File: src/rtl/ssd_scan_ctrl.sv
// ssd_scan_ctrl: multiplexed seven-segment scan controller.
// Splits the system clock into one slot per digit and scans the digits from
// DIGITS-1 (leftmost) down to 0. The digit codes go out on one shared code bus,
// and each digit has its own active-low enable. All display inputs are
// snapshotted once per frame, so a value never tears on screen. On top of that
// the block does leading-zero blanking, per-digit blinking and a counter mode.
// Ports:
//   clk, rst_n   clock, asynchronous active-low reset
//   enable       1 = scan runs, 0 = scan frozen and all digits off
//   data_in      packed digit codes, digit i at [i*DIGIT_W +: DIGIT_W]
//   mode_sel     0 = data_in, 1 = counter_num on digit 0 and zero elsewhere
//   counter_num  value shown in counter mode
//   lz_blank     suppress leading zeros
//   blink_mask   bit i = digit i blinks
//   ssd_ctl      active-low digit enables (registered)
//   ssd_in       code of the enabled digit (registered)
//   frame_tick   one-cycle pulse with the first output of each frame
//   digit_idx    digit currently being scanned (state register)

// Per-digit value select and blink gating.
module ssd_scan_lane #(
  parameter int DIGIT_W = 4,
  parameter int LANE    = 0
) (
  input  logic               mode,
  input  logic [DIGIT_W-1:0] data,
  input  logic [DIGIT_W-1:0] cnt,
  input  logic               blink_en,
  output logic [DIGIT_W-1:0] val,
  output logic               blink_off
);
  always_comb begin
    val = data;
    if (mode) val = (LANE == 0) ? cnt : '0;
  end

  assign blink_off = blink_en;
endmodule

module ssd_scan_ctrl #(
  parameter int DIGITS       = 4,
  parameter int DIGIT_W      = 4,
  parameter int REFRESH_DIV  = 50000,
  parameter int BLINK_FRAMES = 64
) (
  input  logic                        clk,
  input  logic                        rst_n,
  input  logic                        enable,
  input  logic [DIGITS*DIGIT_W-1:0]   data_in,
  input  logic                        mode_sel,
  input  logic [DIGIT_W-1:0]          counter_num,
  input  logic                        lz_blank,
  input  logic [DIGITS-1:0]           blink_mask,
  output logic [DIGITS-1:0]           ssd_ctl,
  output logic [DIGIT_W-1:0]          ssd_in,
  output logic                        frame_tick,
  output logic [$clog2(DIGITS)-1:0]   digit_idx
);
  localparam int IDX_W   = $clog2(DIGITS);
  localparam int PRESC_W = $clog2(REFRESH_DIV);
  localparam int BC_W    = (BLINK_FRAMES > 1) ? $clog2(BLINK_FRAMES) : 1;

  logic [PRESC_W-1:0]              presc;
  logic [BC_W-1:0]                 bcnt;
  logic                            ph;
  logic [DIGITS-1:0][DIGIT_W-1:0]  snap_data;
  logic                            snap_mode;
  logic [DIGIT_W-1:0]              snap_cnt;
  logic                            snap_lz;
  logic [DIGITS-1:0]               snap_mask;
  logic                            wrap_q;

  logic [DIGITS-1:0][DIGIT_W-1:0]  lane_val;
  logic [DIGITS-1:0]               lane_blink;
  logic [DIGITS-1:0]               slot_blank;
  logic                            slot_tick, wrap;

  assign slot_tick = enable && (presc == PRESC_W'(REFRESH_DIV - 1));
  assign wrap      = slot_tick && (digit_idx == '0);

  for (genvar i = 0; i < DIGITS; i++) begin : g_lane
    ssd_scan_lane #(.DIGIT_W(DIGIT_W), .LANE(i)) u_lane (
      .mode     (snap_mode),
      .data     (snap_data[i]),
      .cnt      (snap_cnt),
      .blink_en (ph && snap_mask[i]),
      .val      (lane_val[i]),
      .blink_off(lane_blink[i])
    );
  end

  // Walk from the leftmost digit down. run stays 1 while every digit seen so
  // far is zero. Digit 0 is exempt, so an all-zero value still shows one 0.
  always_comb begin
    logic run;
    run        = 1'b1;
    slot_blank = '0;
    for (int i = DIGITS - 1; i >= 0; i--) begin
      run           = run && (lane_val[i] == '0);
      slot_blank[i] = (snap_lz && (i != 0) && run) || lane_blink[i];
    end
  end

  always_ff @(posedge clk or negedge rst_n) begin
    if (!rst_n) begin
      presc      <= '0;
      digit_idx  <= IDX_W'(DIGITS - 1);
      bcnt       <= '0;
      ph         <= 1'b0;
      snap_data  <= '0;
      snap_mode  <= 1'b0;
      snap_cnt   <= '0;
      snap_lz    <= 1'b0;
      snap_mask  <= '0;
      wrap_q     <= 1'b0;
      frame_tick <= 1'b0;
      ssd_ctl    <= '1;
      ssd_in     <= '0;
    end else begin
      if (enable) begin
        if (slot_tick) begin
          presc     <= '0;
          digit_idx <= (digit_idx == '0) ? IDX_W'(DIGITS - 1) : digit_idx - 1'b1;
        end else begin
          presc <= presc + 1'b1;
        end
        wrap_q <= wrap;
      end

      if (wrap) begin
        snap_data <= data_in;
        snap_mode <= mode_sel;
        snap_cnt  <= counter_num;
        snap_lz   <= lz_blank;
        snap_mask <= blink_mask;
        if (bcnt == BC_W'(BLINK_FRAMES - 1)) begin
          bcnt <= '0;
          ph   <= ~ph;
        end else begin
          bcnt <= bcnt + 1'b1;
        end
      end

      // The outputs lag the state by one cycle. Delaying the wrap one more
      // stage lines frame_tick up with the first output of the new frame.
      frame_tick <= enable && wrap_q;

      if (!enable || slot_blank[digit_idx]) begin
        ssd_ctl <= '1;
        ssd_in  <= '0;
      end else begin
        ssd_ctl <= ~(DIGITS'(1) << digit_idx);
        ssd_in  <= lane_val[digit_idx];
      end
    end
  end
endmodule

File: config.mk
export PLATFORM = sky130hd
export DESIGN_NAME = ssd_scan_ctrl
export DESIGN_NICKNAME = d
export VERILOG_FILES = /design/src/rtl/ssd_scan_ctrl.sv
export SDC_FILE = /design/constraint.sdc
export NUM_CORES = 1
export LEC_CHECK = 0
export ABC_AREA = 1
export CORE_MARGIN = 1
export CORE_UTILIZATION = 50
export DETAILED_ROUTE_END_ITERATION = 10
export MAX_ROUTING_LAYER = met4
export PLACE_DENSITY = 0.8
export SYNTH_ARGS = -nofsm -noshare
export SYNTH_HDL_FRONTEND = slang
export SYNTH_SLANG_ARGS = --single-unit
File: constraint.sdc
create_clock -name clk -period 2.35 [get_ports clk]
set_input_delay 0.3525 -clock clk [delete_from_list [all_inputs] [get_ports clk]]
set_output_delay 0.3525 -clock clk [all_outputs]
set_load 0.01 [all_outputs]
== Word-level counts from Yosys, hierarchy flattened ==
Cells that the tools add are included.

* Word-level logic and storage cells: 61
* Input bits: 29
* Output and inout port bits: 11
* Bits in registers: 61

* Multiplexer cells: 13
* Shift operators: 1
* Magnitude comparators: 1
* Equality and inequality tests: 2
* Reductions and logical operators: 23
* Add/subtract/negate cells: 3
* Bitwise operators: 2

{| class="wikitable"
|+ Operators by type and width
! operator !! count
|-
| 4-bit 2-to-1 mux || 7
|-
| 16-bit by 1-bit adder with 16-bit output, second input constant || 1
|-
| 16-bit equality test, second input constant || 1
|-
| 16-bit 2-to-1 mux || 1
|-
| 1-bit logical AND || 12
|-
| 4-bit logical NOT || 3
|-
| 4-bit binary-select mux with 2-bit select || 1
|-
| 6-bit by 1-bit adder with 6-bit output, second input constant || 1
|-
| 6-bit equality test, second input constant || 1
|-
| 6-bit 2-to-1 mux || 1
|-
| 1-bit logical OR || 4
|-
| 4-bit NOT || 1
|-
| 2-bit AND reduction || 2
|-
| 1-bit by 2-bit left shift with 4-bit output, first input constant || 1
|-
| 2-bit by 3-bit less-than comparator with 1-bit output, second input constant || 1
|-
| 1-bit binary-select mux with 2-bit select || 1
|-
| 2-bit logical NOT || 1
|-
| 2-bit 2-to-1 mux || 1
|-
| 2-bit by 1-bit subtractor with 2-bit output, second input constant || 1
|-
| 1-bit logical NOT || 1
|-
| 1-bit 2-to-1 mux || 1
|-
| 1-bit NOT || 1
|}

== Longest topological paths before layout ==
Gate-level depths: netlist (run 1).

* Word-level depth: 10
* Depth in mapped cells: 10

== Modules after synthesis ==
From an unflattened synthesis (run 1), not the netlist that was laid out.

* Cells, all modules: 426
* Area, all modules: 3175.5 um2

{| class="wikitable"
|+ Modules (own cells, without submodules)
! module !! times used !! area each (um2) !! sequential area each (um2) !! cells an instance
|-
| ssd_scan_ctrl || 1 || 3006.6 || 1534.0 || 385
|-
| ssd_scan_lane at g_lane[1].u_lane ... || 3 || 37.5 || 0.0 || 9
|-
| ssd_scan_lane at g_lane[0].u_lane || 1 || 56.3 || 0.0 || 14
|}

== Least setup slack after synthesis (run 1) ==
No wires, ideal clock.

* Path type: reg2reg
* From: reg digit_idx[0]
* To: reg bcnt[1]
* Period minus slack after synthesis: 1.768 ns
* Library setup time: 0.117 ns
* Path slack: 0.582 ns
* Arrival: 1.651 ns
* Required time: 2.233 ns
* Stages on the path, launching flop included: 10
* Cells stage by stage: dfstp_2 buf_2 inv_1 buf_2 ha_1 inv_1 nor2_4 buf_6 nand2_1 nand2_1

* Word-level cells in the longest chain between the ends: 2

{| class="wikitable"
|+ RTL lines
! element !! line !! source
|-
| start, declared || 57 || <nowiki>output logic [$clog2(DIGITS)-1:0] digit_idx</nowiki>
|-
| start signal, assigned || 107 || <nowiki>digit_idx <= IDX_W'(DIGITS - 1);</nowiki>
|-
| start signal, assigned || 123 || <nowiki>digit_idx <= (digit_idx == '0) ? IDX_W'(DIGITS - 1) : digit_idx - 1'b1;</nowiki>
|-
| 2-bit logical NOT || 79 || <nowiki>assign wrap = slot_tick && (digit_idx == '0);</nowiki>
|-
| 1-bit logical AND || 79 ||
|-
| end signal, assigned || 140 || <nowiki>bcnt <= bcnt + 1'b1;</nowiki>
|-
| end, declared || 64 || <nowiki>logic [BC_W-1:0] bcnt;</nowiki>
|}

Every way passes these cells.
A chain may end at the register's enable or synchronous reset.

== Worst setup path in the final report (run 1) ==
* From: reg digit_idx[0]
* To: reg snap_mode

* Word-level cells in the longest chain between the ends: 2

{| class="wikitable"
|+ RTL lines
! element !! line !! source
|-
| 2-bit logical NOT || 79 ||
|-
| 1-bit logical AND || 79 ||
|-
| end signal, assigned || 132 || <nowiki>snap_mode <= mode_sel;</nowiki>
|-
| end, declared || 67 || <nowiki>logic snap_mode;</nowiki>
|}

Every way passes these cells.

==> flow_summary.ini, run 1 <==
[clock_tree]
postCtsResizedCells = 0
clockRootBuffer = clkbuf_8
tritoncts = built
ctsHoldBuffers = 0
cts_buffers = 9
cts_sinks = 61
clockBufferDepth = 2
cts_setup_buffers = 0
worstSkewPairLatency_ps = 350
clkTransAtPathRegs_ps = 70
h-tree-depth = 3

[sta]
clock.fmax_mhz = 487.5
final_max_slew_viol_count = 0
layout_worst_path_cycle_share_pct = 87.28
worst_slew_pin_slew_ps = 703.0
slew-limit-headroom_pct = 53.13
setup_tns_ps = 0
hold_violations = 0
fin_crit_ps = 2051
rsz0062_at_grt = no
setup_viol = 0
final.setup_skew_ps = 11.34

[synthesis]
synth_area_sq_um = 3073
synthCells = 383
syn-mean-instance-area_sq_um = 8.023
synth.distinct_cells = 32
ys_warn_count = 0
ys_seq_area_share_pct = 49.92
ys_ff_latch = 61
synth_nets = 418

[place]
portBuffers = 39
dpl.hpwl_um = 4646
place_congestion = 0.8915
placed_area_sq_um = 3493

[layout]
n_antenna_cell = 0
nFillCells = 527
drive_above_1_share_pct = 9.302
area_growth_pct = 20.93
post-route-cell-area_sq_um = 3716
final_cell_mix = 151 x nand2_1, 55 x dfrtp_1, 38 x clkdlybuf4s50_1, 35 x nor2_1, 26 x inv_1
num-nets-final = 460
layout_commonest_cell = nand2_1

[worst_setup_path]
worstPathCellList = inv_1, ha_1, inv_1, nor2_4, nand2_1, o21ai_0
startpoint_type = flip-flop
max_stage_delay_ps = 480
crit_slowest_cell = nor2_4
reg2reg_from = digit_idx[0]$_DFFE_PN1P_
endpoint_kind = flip-flop
crit_family = simple AND/OR/NAND/NOR gates
crit_buf_inv = 2
path_depth = 6
arrival_ps = 2310
critical_path_class = reg2reg
ff2ff_path_depth = 6
crit_fanout = 28
crit_top_cell = inv_1
cp_data_required_time_ps = 2610
crit_start = digit_idx[0]$_DFFE_PN1P_

[flow_run]
maxCapViolations = 0

[pwr]
sw_frac_of_total_pct = 25.44
vdd_ir_drop_max_v = 0.0003760
net-switching-power_mw = 0.6153
p_leak_nw = 1.830
p_per_area_nw_per_um2 = 650.8
p_clk_share_pct = 42.9
seq_power_share_pct = 47.9
p_comb_share_pct = 9.2
internal-power_mw = 1.803

[drt]
postRouteAntennaNets = 0
vias = 2577
firstDrtPassIters = 4
wire_per_inst_um = 12.71
drc = 0
drt_iter0_drc = 124
drt-vias-per-instance = 5.103
finalWirelength_um = 6420

[grt]
antenna_found_initial = 0
grt_pass1_vias = 2473
grt_pass1_wl_um = 11050
grt_max_degree = 37
grtUsageTotal_pct = 23.38
grt_overflow = 0

[floorplanning]
die_h_um = 80.40
initial_utilization_pct = 51.90
die_area_sq_um = 6463
core_area_sq_um = 5921
num_rows = 28
pin_count = 40
chipWidth_um = 80.40

[status]
status = completed

[min_path]
hold_path_class = in2async
==> layer usage <==
layer / share of wire, % / vias up / track usage (%)
li1: - / 1305 / -
met1: 46 / 1203 / 28.78
met2: 49 / 58 / 37.37
met3: 3.5 / 11 / 4.091
met4: 1.9 / 0 / 11.07
met5: 0 / - / -
==> flip-flops by register name, summed over array words and instances (netlist names) <==
name	count
bcnt	6
digit_idx	2
frame_tick	1
ph	1
presc	16
snap_cnt	4
snap_data	16
snap_lz	1
snap_mask	4
snap_mode	1
ssd_ctl	4
ssd_in	4
wrap_q	1
==> area by class of cell <==
class	instances	area, sq um	area share, %
Multi-Input combinational cell	283	1340	36.06
Inverter	28	105.1	2.828
Timing Repair Buffer	42	420.4	11.31
Sequential cell	61	1534	41.28
Tap cell	75	93.84	2.525
Clock inverter	7	98.84	2.660
Clock buffer	9	123.9	3.333
==> synthesized netlist by cell type <==
cell,count,area [sq um]
nand2_1,151,566.8
dfrtp_1,55,1376
nor2_1,35,131.4
inv_1,26,97.59
o21ai_0,21,105.1
a21oi_1,16,80.08
nand3_1,13,65.06
nand4_1,10,62.56
buf_6,6,67.56
dfstp_2,6,157.7
ha_1,6,75.07
o22ai_1,4,25.02
xnor2_1,4,35.03
xor2_1,4,35.03
buf_2,3,15.01
nor2_2,3,18.77
inv_2,2,7.510
nand3_2,2,20.02
nand3b_1,2,15.01
nor3_1,2,10.01
a21boi_0,1,7.510
buf_4,1,7.510
clkbuf_1,1,3.750
nand2_2,1,6.260
nand3_4,1,17.52
nand4_2,1,12.51
nor2_4,1,11.26
nor3_2,1,10.01
o21ai_2,1,8.760
o21bai_1,1,7.510
o31ai_1,1,7.510
or2_2,1,6.260
==> cell families after synthesis <==
kind of cell | share of synthesized area [%]
AOI/OAI and AO/OA | 7.859
xor gates and xnor gates | 2.280
adders and majority gates | 2.443
buffers and inverters | 6.474
DFF | 49.92
and+or+nand+nor | 31.03
==> power by group through the flow <==
stage	registers, mW	clock network, mW	logic (mW)
floorplan	1.16	0	0.126
global placement	1.18	0	0.216
detailed placement	1.18	0	0.224
CTS	1.16	1.05	0.224
global route	1.16	1.11	0.248
finish	1.16	1.04	0.222
==> stage by stage <==
stage                     hold WS (ps)  util, %  instances  worst slack [ps]  total power [mW]
after floorplan                  56.91        -        383             582.3             1.289
after global placement           433.3    59.00        489             376.6             1.392
after detailed placement         434.7    59.00        489             290.0             1.401
after CTS                        67.88    62.76        505             287.2             2.437
after global routing             108.6    62.76        505             87.88             2.518
final                            52.58    62.76        505             298.9             2.419
==> final timing paths <==
check | to | slack, ps
setup / recovery | snap_mode$_DFFE_PN0N_ | 300
hold / removal | presc[8]$_DFFE_PN0P_ | 50
setup reg to reg | snap_mode$_DFFE_PN0N_ | 300
hold reg to reg | snap_cnt[3]$_DFFE_PN0N_ | 480
max in group asynchronous | snap_data[8]$_DFFE_PN0N_ | 1680
min in group clk | snap_cnt[3]$_DFFE_PN0N_ | 480
(Power assumes the default switching activity.)
==> inputs of run 2 (changes only) <==
Settings changed: SETUP_SLACK_MARGIN set to 0.1.
==> run 2 against run 1 <==
Against the previous run:
- core utilization did not move
- combinational power barely moved
- wire length rose by 0.31%
- clock-buffer cell count did not move
- setup slack improved by 18 ps
- flip-flop and latch count did not move
- clock skew barely moved
- design area did not move
- register-to-register slack improved by 20 ps
- clock power barely moved
- critical endpoint unchanged
==> flow_summary.ini, run 2 (same netlist as run 1, synthesis figures left out) <==
[grt]
grtUsageTotal_pct = 23.38
grt_pass1_wl_um = 11050
grt_pass1_vias = 2473
antenna_found_initial = 0
grt_overflow = 0
grt_max_degree = 37

[clock_tree]
ctsHoldBuffers = 0
clockRootBuffer = clkbuf_8
postCtsResizedCells = 0
tritoncts = built
worstSkewPairLatency_ps = 350
cts_sinks = 61
clockBufferDepth = 2
clkTransAtPathRegs_ps = 70
cts_buffers = 9
h-tree-depth = 3

[sta]
setup_viol = 0
setup_tns_ps = 0
layout_worst_path_cycle_share_pct = 86.50
fin_crit_ps = 2033
hold_violations = 0
clock.fmax_mhz = 492.0
final_max_slew_viol_count = 0
worst_slew_pin_slew_ps = 701.6
final.setup_skew_ps = 11.35
slew-limit-headroom_pct = 53.23
rsz0062_at_grt = no

[min_path]
hold_path_class = in2async

[pwr]
internal-power_mw = 1.803
vdd_ir_drop_max_v = 0.0003786
p_leak_nw = 1.830
seq_power_share_pct = 47.9
p_comb_share_pct = 9.2
sw_frac_of_total_pct = 25.52
net-switching-power_mw = 0.6178
p_clk_share_pct = 42.9
p_per_area_nw_per_um2 = 651.5

[flow_run]
maxCapViolations = 0

[drt]
vias = 2579
firstDrtPassIters = 4
wire_per_inst_um = 12.75
drt_iter0_drc = 121
finalWirelength_um = 6440
postRouteAntennaNets = 0
drt-vias-per-instance = 5.107
drc = 0

[worst_setup_path]
crit_buf_inv = 2
r2r_end = snap_mode$_DFFE_PN0N_
crit_fanout = 28
cp_data_required_time_ps = 2610
ff2ff_path_depth = 6
max_stage_delay_ps = 460
crit_top_cell = inv_1
critical_path_class = reg2reg
rrSetupSlack_ps = 320
worstPathCellList = inv_1, ha_1, inv_1, nor2_4, nand2_1, o21ai_0
crit_family = simple AND/OR/NAND/NOR gates
startpoint_type = flip-flop
crit_slowest_cell = nor2_4
crit_start = digit_idx[0]$_DFFE_PN1P_
endpoint_kind = flip-flop
reg2reg_from = digit_idx[0]$_DFFE_PN1P_
arrival_ps = 2290

[floorplanning]
num_rows = 28
pin_count = 40
chipWidth_um = 80.40
die_area_sq_um = 6463
core_area_sq_um = 5921
initial_utilization_pct = 51.90
die_h_um = 80.40

[layout]
multi_input_area_sq_um = 1340
post-route-cell-area_sq_um = 3716
final_cell_mix = 151 x nand2_1, 55 x dfrtp_1, 38 x clkdlybuf4s50_1, 35 x nor2_1, 26 x inv_1
nFillCells = 527
n_antenna_cell = 0
area_growth_pct = 20.93
ff_latch_area_sq_um = 1534
num-nets-final = 460
drive_above_1_share_pct = 9.302
layout_commonest_cell = nand2_1
reg_top3 = presc: 16 flops, snap_data: 16 flops, bcnt: 6 flops

[status]
status = completed

[place]
placed_area_sq_um = 3493
place_congestion = 0.8915
portBuffers = 39
dpl.hpwl_um = 4646
[run 2: cell counts in the layout (fill, tap and decap cells not counted)]
No cell type changed its count.
[run 2: how the worst max path moves through the flow]
stage,endpoint,slack [ps],depth (start not counted)
2_1_floorplan,bcnt[1]$_DFFE_PN0N_,580,9
3_3_place_gp,snap_mode$_DFFE_PN0N_,380,5
3_5_place_dp,snap_mode$_DFFE_PN0N_,290,6
4_1_cts,snap_mode$_DFFE_PN0N_,290,6
5_1_grt,snap_mode$_DFFE_PN0N_,110,6
6_report,snap_mode$_DFFE_PN0N_,320,6
[run 2: power groups by stage]
stage                     Clock (mW)  Sequential, mW  Combinational (mW)
final                           1.04            1.16               0.222
after detailed placement           0            1.18               0.224
after floorplan                    0            1.16               0.126
after CTS                       1.05            1.16               0.224
after global placement             0            1.18               0.216
after global routing            1.11            1.16               0.248
[run 2: worst reg2reg max path: cells and delay by family, from the launching register on]
family	cells	cell delay, ps
adders and majority gates	1	340
and+or+nand+nor	2	590
DFF	1	440
buffers and inverters	2	460
AOI/OAI and AO/OA	1	110
[run 2: what timing repair did]
| action | in CTS | in global routing |
|---|---|---|
| hold endpoints to repair | 0 | 0 |
| setup buffers | 0 | 0 |
| endpoints found under the setup margin | 0 | 1 |
[run 2: final cells by class]
class                           count  share of cell area [%]
Sequential cell                    61                   41.28
Clock inverter                      7                   2.660
Multi-Input combinational cell    283                   36.06
Tap cell                           75                   2.525
Clock buffer                        9                   3.333
Timing Repair Buffer               42                   11.31
Inverter                           28                   2.828
[run 2: routing by layer]
metal	up-vias	wire [um]	GRT usage [%]
met2	59	3108	37.37
li1	1306	-	-
met4	0	131	11.07
met1	1204	2949	28.78
met5	-	0	-
met3	10	251	4.091
[run 2: metrics by stage]
| stage | total power [mW] | setup WS [ps] | utilization (%) | hold slack, ps | instances |
|---|---|---|---|---|---|
| 3_5_place_dp | 1.401 | 290.0 | 59.00 | 434.7 | 489 |
| 2_1_floorplan | 1.289 | 582.3 | - | 56.91 | 383 |
| 3_3_place_gp | 1.392 | 376.6 | 59.00 | 433.3 | 489 |
| 5_1_grt | 2.518 | 110.2 | 62.76 | 108.6 | 505 |
| 6_report | 2.421 | 317.3 | 62.76 | 49.67 | 505 |
| 4_1_cts | 2.437 | 287.2 | 62.76 | 67.88 | 505 |
